$ cat config.mk
export PLATFORM = sky130hd
export DESIGN_NAME = idt_issue_scheduler
export DESIGN_NICKNAME = d
export VERILOG_FILES = /design/src/rtl/idt_pkg.sv /design/src/rtl/idt_rr_pick.sv /design/src/rtl/idt_issue_scheduler.sv
export SDC_FILE = /design/constraint.sdc
export NUM_CORES = 1
export LEC_CHECK = 0
export CAP_MARGIN = 20
export CORE_ASPECT_RATIO = 0.9
export CORE_MARGIN = 5
export CORE_UTILIZATION = 58
export DETAILED_ROUTE_END_ITERATION = 8
export PLACE_DENSITY_LB_ADDON = 0.05
export RECOVER_POWER = 50
export SYNTH_ARGS = -nofsm -noshare
export SYNTH_HDL_FRONTEND = slang
export SYNTH_SLANG_ARGS = --single-unit
$ cat constraint.sdc
create_clock -name clk -period 4.1 [get_ports clk]
set_input_delay 0.82 -clock clk [delete_from_list [all_inputs] [get_ports clk]]
set_output_delay 0.82 -clock clk [all_outputs]
set_load 0.02 [all_outputs]
$ cat src/rtl/idt_pkg.sv
// Shared definitions for the IDT issue scheduler: default buffer size,
// derived index width and the issue FSM state encoding.
package idt_pkg;

    localparam int BS_DEFAULT = 16;
    localparam int IW_DEFAULT = $clog2(BS_DEFAULT);

    typedef enum logic {
        IDLE  = 1'b0,
        OFFER = 1'b1
    } sched_state_e;

endpackage

$ cat src/rtl/idt_rr_pick.sv
// Combinational round-robin find-first: grants the first requesting slot
// at or above ptr, wrapping modulo bs.
module idt_rr_pick
    import idt_pkg::*;
#(
    parameter int bs = BS_DEFAULT,
    localparam int IW = $clog2(bs)
) (
    input  logic [bs-1:0] req,
    input  logic [IW-1:0] ptr,
    output logic          gnt_valid,
    output logic [IW-1:0] gnt_idx
);

    logic [IW-1:0] cand;

    // Scan from the farthest offset down so the nearest request wins last.
    always_comb begin
        gnt_valid = 1'b0;
        gnt_idx   = '0;
        cand      = '0;
        for (int k = bs - 1; k >= 0; k--) begin
            cand = ptr + IW'(k);
            if (req[cand]) begin
                gnt_valid = 1'b1;
                gnt_idx   = cand;
            end
        end
    end

endmodule

$ cat src/rtl/idt_issue_scheduler.sv
// Issue scheduler behind the IDT: offers dependency-free slots to execute,
// tracks in-flight slots and broadcasts a wake column on completion.
module idt_issue_scheduler
    import idt_pkg::*;
#(
    parameter int bs = BS_DEFAULT,
    localparam int IW = $clog2(bs)
) (
    input  logic          clk,
    input  logic          rst_n,
    input  logic [bs-1:0] ready_index,
    input  logic          alloc_valid,
    input  logic [IW-1:0] alloc_index,
    output logic          issue_valid,
    output logic [IW-1:0] issue_index,
    input  logic          issue_ready,
    input  logic          complete_valid,
    input  logic [IW-1:0] complete_index,
    output logic          wake_valid,
    output logic [bs-1:0] wake_mask,
    output logic [IW:0]   inflight_count,
    output logic          protocol_err,
    output logic          state_dbg
);

    sched_state_e  state_q, state_d;
    logic [bs-1:0] occupied_q, occupied_d;
    logic [bs-1:0] issued_q, issued_d;
    logic [bs-1:0] offer_mask, eligible;
    logic [IW-1:0] rr_ptr_q, pick_ptr;
    logic [IW-1:0] gnt_idx, issue_index_d;
    logic          gnt_valid, issue_valid_d;
    logic          handshake, legal_complete, alloc_err, err_set;

    // Handshake: an offer (issue_valid/issue_index) is held unchanged until
    // the cycle where issue_valid & issue_ready; that cycle transfers it.
    assign handshake      = issue_valid & issue_ready;
    assign legal_complete = complete_valid & issued_q[complete_index];
    assign offer_mask     = issue_valid ? (bs'(1) << issue_index) : '0;
    assign eligible       = ready_index & occupied_q & ~issued_q & ~offer_mask;
    assign pick_ptr       = handshake ? issue_index + IW'(1) : rr_ptr_q;
    assign state_dbg      = (state_q == OFFER);

    assign alloc_err = alloc_valid &
        ((occupied_q[alloc_index] & ~(legal_complete & (complete_index == alloc_index))) |
         (issue_valid & (issue_index == alloc_index)));
    assign err_set = (complete_valid & ~legal_complete) | alloc_err;

    idt_rr_pick #(.bs(bs)) u_pick (
        .req       (eligible),
        .ptr       (pick_ptr),
        .gnt_valid (gnt_valid),
        .gnt_idx   (gnt_idx)
    );

    always_comb begin
        state_d       = state_q;
        issue_valid_d = issue_valid;
        issue_index_d = issue_index;
        case (state_q)
            IDLE: begin
                if (gnt_valid) begin
                    state_d       = OFFER;
                    issue_valid_d = 1'b1;
                    issue_index_d = gnt_idx;
                end
            end
            OFFER: begin
                if (handshake) begin
                    if (gnt_valid) begin
                        issue_index_d = gnt_idx;
                    end else begin
                        state_d       = IDLE;
                        issue_valid_d = 1'b0;
                    end
                end
            end
            default: begin
                state_d       = IDLE;
                issue_valid_d = 1'b0;
            end
        endcase
    end

    // Complete clears first, alloc reinitialises, handshake marks issued last.
    always_comb begin
        occupied_d = occupied_q;
        issued_d   = issued_q;
        if (legal_complete) begin
            occupied_d[complete_index] = 1'b0;
            issued_d[complete_index]   = 1'b0;
        end
        if (alloc_valid) begin
            occupied_d[alloc_index] = 1'b1;
            issued_d[alloc_index]   = 1'b0;
        end
        if (handshake) begin
            issued_d[issue_index] = 1'b1;
        end
    end

    always_ff @(posedge clk or negedge rst_n) begin
        if (!rst_n) begin
            state_q     <= IDLE;
            issue_valid <= 1'b0;
            issue_index <= '0;
            occupied_q  <= '0;
            issued_q    <= '0;
            rr_ptr_q    <= '0;
        end else begin
            state_q     <= state_d;
            issue_valid <= issue_valid_d;
            issue_index <= issue_index_d;
            occupied_q  <= occupied_d;
            issued_q    <= issued_d;
            if (handshake) begin
                rr_ptr_q <= issue_index + IW'(1);
            end
        end
    end

    always_ff @(posedge clk or negedge rst_n) begin
        if (!rst_n) begin
            wake_valid     <= 1'b0;
            wake_mask      <= '0;
            inflight_count <= '0;
            protocol_err   <= 1'b0;
        end else begin
            wake_valid <= legal_complete;
            wake_mask  <= legal_complete ? (bs'(1) << complete_index) : '0;
            if (handshake && !legal_complete) begin
                inflight_count <= inflight_count + (IW+1)'(1);
            end else if (!handshake && legal_complete) begin
                inflight_count <= inflight_count - (IW+1)'(1);
            end
            if (err_set) begin
                protocol_err <= 1'b1;
            end
        end
    end

endmodule

# == Yosys cells after proc, flatten, opt, wreduce, memory -nomap -nowiden ==
# Index checks and enable logic that the tools add are counted.
# W data, S select, Z words.
# word_totals
ff_bits,65
in_bits,29
output_inout_bits,29
# op_classes
add_sub_neg,18
order_cmp,22
n_eq_ne,5
n_shift,2
mux,94
bitwise_logic,24
n_reduce_logical,9
# ops
cell,count
$mux W16,7
$and A16 B16 Y16,6
$lt A4 B5 Y1 const B,19
$mux W4,19
$bmux W1 S4,18
$not A16 Y16,4
$mux W1,42
$add A4 B4 Y4 const B,8
$or A16 B16 Y16,2
$shl A1 B4 Y16 const A,2
$add A4 B3 Y4 const B,4
$demux W1 S4,3
$ge A4 B1 Y1 const B,3
$mux W5,2
$add A4 B1 Y4 const B,2
$add A4 B2 Y4 const B,2
$eq A4 B4 Y1,2
$pmux W4 S2,1
$and A1 B1 Y1,7
$add A5 B1 Y5 const B,1
$logic_and A1 B1 Y1,5
$sub A5 B1 Y5 const B,1
$ne A2 B2 Y1 const B,2
$pmux W1 S2,2
6 further kinds,10

# == Depth between registers and ports, before layout ==
# Gate-level depths: netlist (run 1).
# logic_depth
depth_word,25
mapped_depth,17
depth_no_buf,15

# == By module ==
# A second synthesis (run 1) with hierarchy kept.
# hier_totals
cells_unflattened,606
area_unflattened_um2,5766.8
# modules_own_cells
mod,instances,cells_per_inst,area_each_um2,seq_area_each_um2
idt_issue_scheduler,1,347,3438.3,1626.6
idt_rr_pick,1,259,2328.5,0.0

# == Worst setup path before layout (run 1) ==
# Ideal clock, no wire load.
# synth_path
path_kind,input to register
start,input issue_ready
end,register issue_index[0]
arrival_time_ns,3.936
path_slack_ns,0.069
path_stages,15
path_buffers,2
cell_sequence,buf_6 nand2_4 mux2i_1 inv_1 buf_2 ha_1 xnor2_4 mux4_2 nor2_1 a21o_1 o21ai_0 or3_1 o211ai_1 a31oi_1 o31ai_1
# synth_via
elab_chain_cells,24
elab_cells_between_ends,85
classes_between,add/sub: 15; eq/ne: 1; mux: 68; bitwise: 1
# synth_rtl
item,line,source
start: declaration,idt_issue_scheduler.sv:16,"input logic issue_ready,"
$and A1 B1 Y1 (*),idt_issue_scheduler.sv:37,assign handshake = issue_valid & issue_ready;
$mux W4 (*),n/a,
named net pick_ptr[1],idt_issue_scheduler.sv:30,"logic [IW-1:0] rr_ptr_q, pick_ptr;"
$add A4 B4 Y4,idt_rr_pick.sv:23,cand = ptr + IW'(k);
$bmux W1 S4,idt_rr_pick.sv:24,if (req[cand]) begin
$mux W1 (implied by the code),idt_rr_pick.sv:24,
$mux W4 / $mux W1 (equally long branches) (16 in series),idt_rr_pick.sv:24,
$mux W4 (*),"idt_issue_scheduler.sv:62, idt_issue_scheduler.sv:70",
$mux W4,idt_issue_scheduler.sv:69,if (handshake) begin
$pmux W4 S2 (*),idt_issue_scheduler.sv:60,case (state_q)
end signal: assignment,idt_issue_scheduler.sv:113,issue_index <= issue_index_d;
end: declaration,idt_issue_scheduler.sv:15,"output logic [IW-1:0] issue_index,"
# Mark *: on every way through the listed nets, which the timed path passes. The rest lies on a longest branch. The select of a mux whose other input is x is not followed.
# A chain may end at the register's enable or synchronous reset.

# == Final worst setup path (run 1) ==
# layout_path
start,register issue_index[1]
end,register issue_index[1]
# layout_via
elab_chain_cells,25
elab_cells_between_ends,88
classes_between,add/sub: 16; shift: 1; mux: 69; bitwise: 2
# layout_rtl
item,line
"parallel branches: the longest is 22 deep, another holds $add A4 B1 Y4",n/a
$mux W4 (*),"idt_issue_scheduler.sv:62, idt_issue_scheduler.sv:70"
$mux W4,idt_issue_scheduler.sv:69
$pmux W4 S2 (*),idt_issue_scheduler.sv:60
# Mark *: on every way between the ends. The select of a mux whose other input is x is not followed.

==> impl_metrics.env, run 1 <==
export IMPL_synth_cell_type_count=73
export IMPL_hold_start="protocol_err$_DFFE_PN0P_"
export IMPL_antenna_found_initial=0
export IMPL_worst_pin_slew_ns=2.14
export IMPL_grt_pass1_vias=6118
export IMPL_finalNonFillerCells=900
export IMPL_path_buf_inv=4
export IMPL_dp_hpwl_mm=15.5
export IMPL_die_x_um=112
export IMPL_fp_dieH_um=102
export IMPL_pin_count=58
export IMPL_cpPeakStageDelay_ns=0.61
export IMPL_antenna_cells=0
export IMPL_cts_buffers=9
export IMPL_r2r_slack_ns=0.11
export IMPL_crit_family="compound AO/OA/AOI/OAI gates"
export IMPL_ys_flop_type="dfrtp_1"
export IMPL_path_clk_slew_ns=0.09
export IMPL_avgSynthCellArea_um2=9.07
export IMPL_dp_slack_ns=-0.527
export IMPL_ys_ff_latch=65
export IMPL_slowest_stage="dfrtp_1"
export IMPL_clock_skew_final_ns=0.0163
export IMPL_drc_errors=0
export IMPL_outcome="finished, violations left"
export IMPL_layout_common_cells="buf_4, nand2_1, dfrtp_1"
export IMPL_yosysSeqAreaShare_pct=29.8
export IMPL_drv_slew=36
export IMPL_cts_root_buffer="clkbuf_8"
export IMPL_min_path_cells=1
export IMPL_final_common_cell="buf_4"
export IMPL_grt_pass1_wl_mm=32.4
export IMPL_slew_headroom_pct=-42.4
export IMPL_worst_hold_path_type="reg2reg"
export IMPL_fmaxAchievable_mhz=250
export IMPL_htreeDepth=3
export IMPL_reg2reg_from="issue_index[1]$_DFFE_PN0P_"
export IMPL_final_setup_viol_count=0
export IMPL_num_nets_final=819
export IMPL_placed_cells=879
export IMPL_core_area_um2=9170
export IMPL_post_route_min_period_ns=3.99
export IMPL_vias_per_cell=6.72
export IMPL_design_area_um2=7340
export IMPL_placed_area_um2=6980
export IMPL_port_buffers=57
export IMPL_syn_num_nets=648
export IMPL_hold_viol_final=0
export IMPL_grt_max_degree=36
export IMPL_overflow=0
export IMPL_synth_edf_count=0
export IMPL_cts_hold_repair_buffers=0
export IMPL_path_class="reg2reg"
export IMPL_num_vias=6050
export IMPL_setup_ws_ns=0.105
export IMPL_arrival_ns=4.27
export IMPL_startpoint_type="flop"
export IMPL_drt_iter0_drc=901
export IMPL_min_to="protocol_err$_DFFE_PN0P_"
export IMPL_clock_path_buffers=2
export IMPL_place_congestion=1.08
export IMPL_drv_cap=1
export IMPL_clk_latency_ns=0.35
export IMPL_yosysWarnings=0
export IMPL_wl_mm=20.2
export IMPL_r2r_end="issue_index[1]$_DFFE_PN0P_"
export IMPL_cts_tree="done"
export IMPL_syn_instance_count=602
export IMPL_grtUsageTotal_pct=36.0
export IMPL_cp_max_fo=8
export IMPL_post_synth_instance_area_um2=5460
export IMPL_cts_sinks=65
export IMPL_ant_nets=0
export IMPL_initial_utilization_pct=59.6
export IMPL_wl_per_cell_um=22.5
export IMPL_ff2ff_path_depth=15
export IMPL_syn_to_final_growth_pct=34.4
export IMPL_fin_crit_sh_pct=97.4
export IMPL_rows=33
export IMPL_required_ns=4.38
export IMPL_dr_pass1_iters=6
export IMPL_synth_async_reset_ratio_pct=100
export IMPL_die_area_um2=11500
export IMPL_drive_above_1_share_pct=27.8
export IMPL_cp_end_kind="flop"
export IMPL_crit_chain="inv_1, ha_1, mux2i_2, inv_1, buf_4, buf_4, a21oi_1, a31oi_1, mux2_2, mux2_2, or3_1, a311o_1, o2111ai_1, a31oi_1, o21ai_1"
export IMPL_violations="capacitance limit, slew limit"
[flip-flops by register name, indices dropped and copies added, names as in the netlist]
register,cells
issue_index,4
state_dbg,1
occupied_q,16
rr_ptr_q,4
wake_mask,16
inflight_count,5
protocol_err,1
issue_valid,1
issued_q,16
wake_valid,1
[cells in the mapped netlist (6+ instances only)]
library cell | instances | area, um^2
nand4_1 | 9 | 56.3
a21o_1 | 6 | 45.0
mux2i_1 | 29 | 290
dfrtp_1 | 65 | 1630
a311oi_1 | 7 | 61.3
inv_1 | 26 | 97.6
mux2_2 | 13 | 146
nand2b_1 | 6 | 37.5
nor3_1 | 9 | 45.0
o22ai_1 | 14 | 87.6
nand3_1 | 15 | 75.1
xnor2_1 | 20 | 175
buf_2 | 6 | 30.0
clkbuf_1 | 12 | 45.0
o21ai_0 | 42 | 210
nor2_1 | 42 | 158
xor2_1 | 6 | 52.6
nand2_1 | 80 | 300
mux4_2 | 20 | 450
a31oi_1 | 14 | 87.6
nor2b_1 | 8 | 50.1
or3_1 | 7 | 43.8
ha_1 | 16 | 200
a21oi_1 | 23 | 115
o211ai_1 | 10 | 75.1
[metal layers]
layer | track usage (%) | vias up | wire length, um
li1 | - | 2598 | -
met1 | 48.4 | 2804 | 7830
met2 | 54.5 | 553 | 8500
met3 | 13.0 | 95 | 3130
met4 | 12.5 | 0 | 769
met5 | 0 | - | 0
[through the flow]
stage / util [%] / TNS, ns / hold WS [ns]
3_3_place_gp: 76.2 / -2.19 / 0.459
4_1_cts: 79.2 / 0 / 0.505
2_1_floorplan: - / 0 / 0.455
5_1_grt: 80.1 / -0.0608 / 0.510
3_5_place_dp: 76.2 / -2.58 / 0.480
6_report: 80.1 / 0 / 0.511
[worst reg2reg max path: stages, from the launching register on]
cell and delay, ns:
dfrtp_1 0.61, inv_1 0.13, ha_1 0.31, mux2i_2 0.26
inv_1 0.15, buf_4 0.18, buf_4 0.15, a21oi_1 0.20
a31oi_1 0.16, mux2_2 0.37, mux2_2 0.36, or3_1 0.37
a311o_1 0.32, o2111ai_1 0.14, a31oi_1 0.08, o21ai_1 0.14
[how the worst max path moves through the flow]
stage / from / endpoint / slack [ns] / cells past startpoint
floorplan: issue_ready / issue_index[0]$_DFFE_PN0P_ / 0.07 / 15
global placement: issue_ready / issue_index[1]$_DFFE_PN0P_ / -0.53 / 15
detailed placement: issue_ready / issue_index[0]$_DFFE_PN0P_ / -0.53 / 15
CTS: issue_ready / issue_index[0]$_DFFE_PN0P_ / 0.0008 / 15
global route: issue_index[1]$_DFFE_PN0P_ / issue_index[1]$_DFFE_PN0P_ / -0.05 / 15
finish: issue_index[1]$_DFFE_PN0P_ / issue_index[1]$_DFFE_PN0P_ / 0.11 / 15
[layout make-up]
class	instances	area, um^2
Multi-Input combinational cell	478	3650
Fill cell	597	1830
Sequential cell	65	1630
Timing Repair Buffer	188	1570
Tap cell	122	153
Clock buffer	10	138
Inverter	31	119
Clock inverter	6	91.3
[repair_timing]
action,4_1_cts,5_1_grt
hold endpoints to repair,0,0
pin swaps,0,3
resized for setup,6,18
buffers inserted,4,1
setup endpoints to repair,4,7
[cells by family after synthesis]
| family | share of synthesized area [%] |
|---|---|
| DFF | 29.8 |
| AOI/OAI and AO/OA | 20.0 |
| and+or+nand+nor | 18.8 |
| muxes | 17.1 |
| xor gates and xnor gates | 5.27 |
| adders and majority gates | 4.03 |
| buffers and inverters | 5.00 |
Power of run 1 is left out: the tool's default activity adds up to more than one toggle a clock period on the data nets, which glitch-free logic cannot reach.
==> run 2: changes to the inputs <==
GPL_ROUTABILITY_DRIVEN = 0   (was default)
SETUP_SLACK_MARGIN = 0.02   (was default)
SLEW_MARGIN = 20   (was default)
==> run 2 against run 1 <==
First-iteration DRC count fell by 2.3%; largest cell class unchanged; global-route usage down 2.8 points; cell area down 2.7%; the flow still finishes with violations (capacitance limit, slew limit); register-to-register slack better by 0.15 ns; cell count is 1.9% lower; clock skew fell by 0.0074 ns; die area did not move.
==> impl_metrics.env, run 2 (same netlist as run 1, synthesis figures left out) <==
export IMPL_wl_mm=18.6
export IMPL_drv_cap=1
export IMPL_dr_pass1_iters=6
export IMPL_busiest_layer="met2"
export IMPL_post_route_min_period_ns=3.85
export IMPL_grt_max_degree=35
export IMPL_wl_per_cell_um=21.1
export IMPL_clk_latency_ns=0.36
export IMPL_outcome="finished, violations left"
export IMPL_drive_above_1_share_pct=24.6
export IMPL_grt_use_met1_pct=47.3
export IMPL_slew_headroom_pct=-17.5
export IMPL_port_buffers=57
export IMPL_cts_tree="done"
export IMPL_worst_pin_slew_ns=1.76
export IMPL_final_setup_viol_count=0
export IMPL_required_ns=4.39
export IMPL_cts_buffers=9
export IMPL_fin_crit_sh_pct=93.8
export IMPL_worst_hold_path_type="reg2reg"
export IMPL_htreeDepth=3
export IMPL_syn_to_final_growth_pct=30.9
export IMPL_cp_end_kind="flop"
export IMPL_num_nets_final=803
export IMPL_num_vias=5842
export IMPL_dp_hpwl_mm=14.6
export IMPL_arrival_ns=4.13
export IMPL_hold_viol_final=0
export IMPL_clock_skew_final_ns=0.00885
export IMPL_fp_dieH_um=102
export IMPL_vias_per_cell=6.62
export IMPL_clock_path_buffers=2
export IMPL_ant_nets=0
export IMPL_die_area_um2=11500
export IMPL_met2_usage_pct=50.4
export IMPL_placed_area_um2=6920
export IMPL_layout_common_cells="buf_4, nand2_1, dfrtp_1"
export IMPL_drv_slew=35
export IMPL_initial_utilization_pct=59.6
export IMPL_design_area_um2=7140
export IMPL_final_util_pct=77.9
export IMPL_path_class="reg2reg"
export IMPL_drc_errors=0
export IMPL_cts_sinks=65
export IMPL_top_regs="issued_q x16, occupied_q x16, wake_mask x16"
export IMPL_cts_setup_buffers=0
export IMPL_cts_hold_repair_buffers=0
export IMPL_cts_root_buffer="clkbuf_8"
export IMPL_startpoint_type="flop"
export IMPL_cp_max_fo=6
export IMPL_grtUsageTotal_pct=33.2
export IMPL_path_clk_slew_ns=0.08
export IMPL_antenna_cells=0
export IMPL_fmaxAchievable_mhz=260
export IMPL_violations="capacitance limit, slew limit"
export IMPL_rsz0062_at_grt="false"
export IMPL_final_common_cell="buf_4"
export IMPL_rows=33
export IMPL_antenna_found_initial=0
export IMPL_grt_pass1_vias=5689
export IMPL_core_area_um2=9170
export IMPL_overflow=0
export IMPL_pin_count=58
export IMPL_die_x_um=112
export IMPL_drt_iter0_drc=880
export IMPL_met3_usage_pct=10.4
export IMPL_grt_pass1_wl_mm=29.8
export IMPL_fill_cells=641
run 2: layout make-up:
class	instances	area [um^2]	area share (%)
Multi-Input combinational cell	478	3570	50.0
Sequential cell	65	1630	22.8
Timing Repair Buffer	172	1460	20.4
Tap cell	122	153	2.14
Clock buffer	10	138	1.93
Inverter	31	119	1.66
Clock inverter	5	80.1	1.12
run 2: critical path, stage by stage, from the launching register on:
cell,delay (ns)
dfrtp_1,0.48
buf_4,0.21
ha_1,0.23
nor2b_1,0.31
nor2b_1,0.25
mux2i_1,0.11
and3_1,0.25
mux4_2,0.58
a21o_1,0.25
buf_4,0.15
or3_1,0.32
a311o_1,0.31
o2111ai_1,0.11
a31oi_1,0.07
o21ai_1,0.14
run 2: repair_timing:
item	CTS	global route
gates resized for setup	0	3
endpoints found under the setup margin	0	5
endpoints found under the hold margin	0	0
run 2: metrics by stage:
stage                     hold WS (ns)  TNS, ns  std cells  setup slack, ns
final                            0.471        0        883            0.253
after global routing             0.505        0        883           0.0851
after CTS                        0.475        0        883           0.0467
after global placement           0.457   -0.858        868           -0.208
after floorplan                  0.455        0        602           0.0687
after detailed placement         0.463    -1.62        868           -0.309
run 2: final timing paths:
kind	cells after the start	slack (ns)	end	startpoint
worst max-delay path	14	0.25	issue_index[1]$_DFFE_PN0P_	issue_index[0]$_DFFE_PN0P_
worst min-delay path	1	0.47	inflight_count[4]$_DFFE_PN0P_	inflight_count[4]$_DFFE_PN0P_
worst max register to register	14	0.25	issue_index[1]$_DFFE_PN0P_	issue_index[0]$_DFFE_PN0P_
worst min register to register	1	0.47	inflight_count[4]$_DFFE_PN0P_	inflight_count[4]$_DFFE_PN0P_
max in group asynchronous	2	1.52	issued_q[12]$_DFF_PN0_	rst_n
min in group asynchronous	1	0.93	inflight_count[1]$_DFFE_PN0P_	rst_n
run 2: routing by layer:
| layer | wire [um] | vias to the layer above |
|---|---|---|
| met5 | 0 | - |
| met4 | 384 | 0 |
| met3 | 2990 | 54 |
| met2 | 8060 | 491 |
| met1 | 7180 | 2749 |
| li1 | - | 2548 |
Power of run 2 is left out for the same reason.
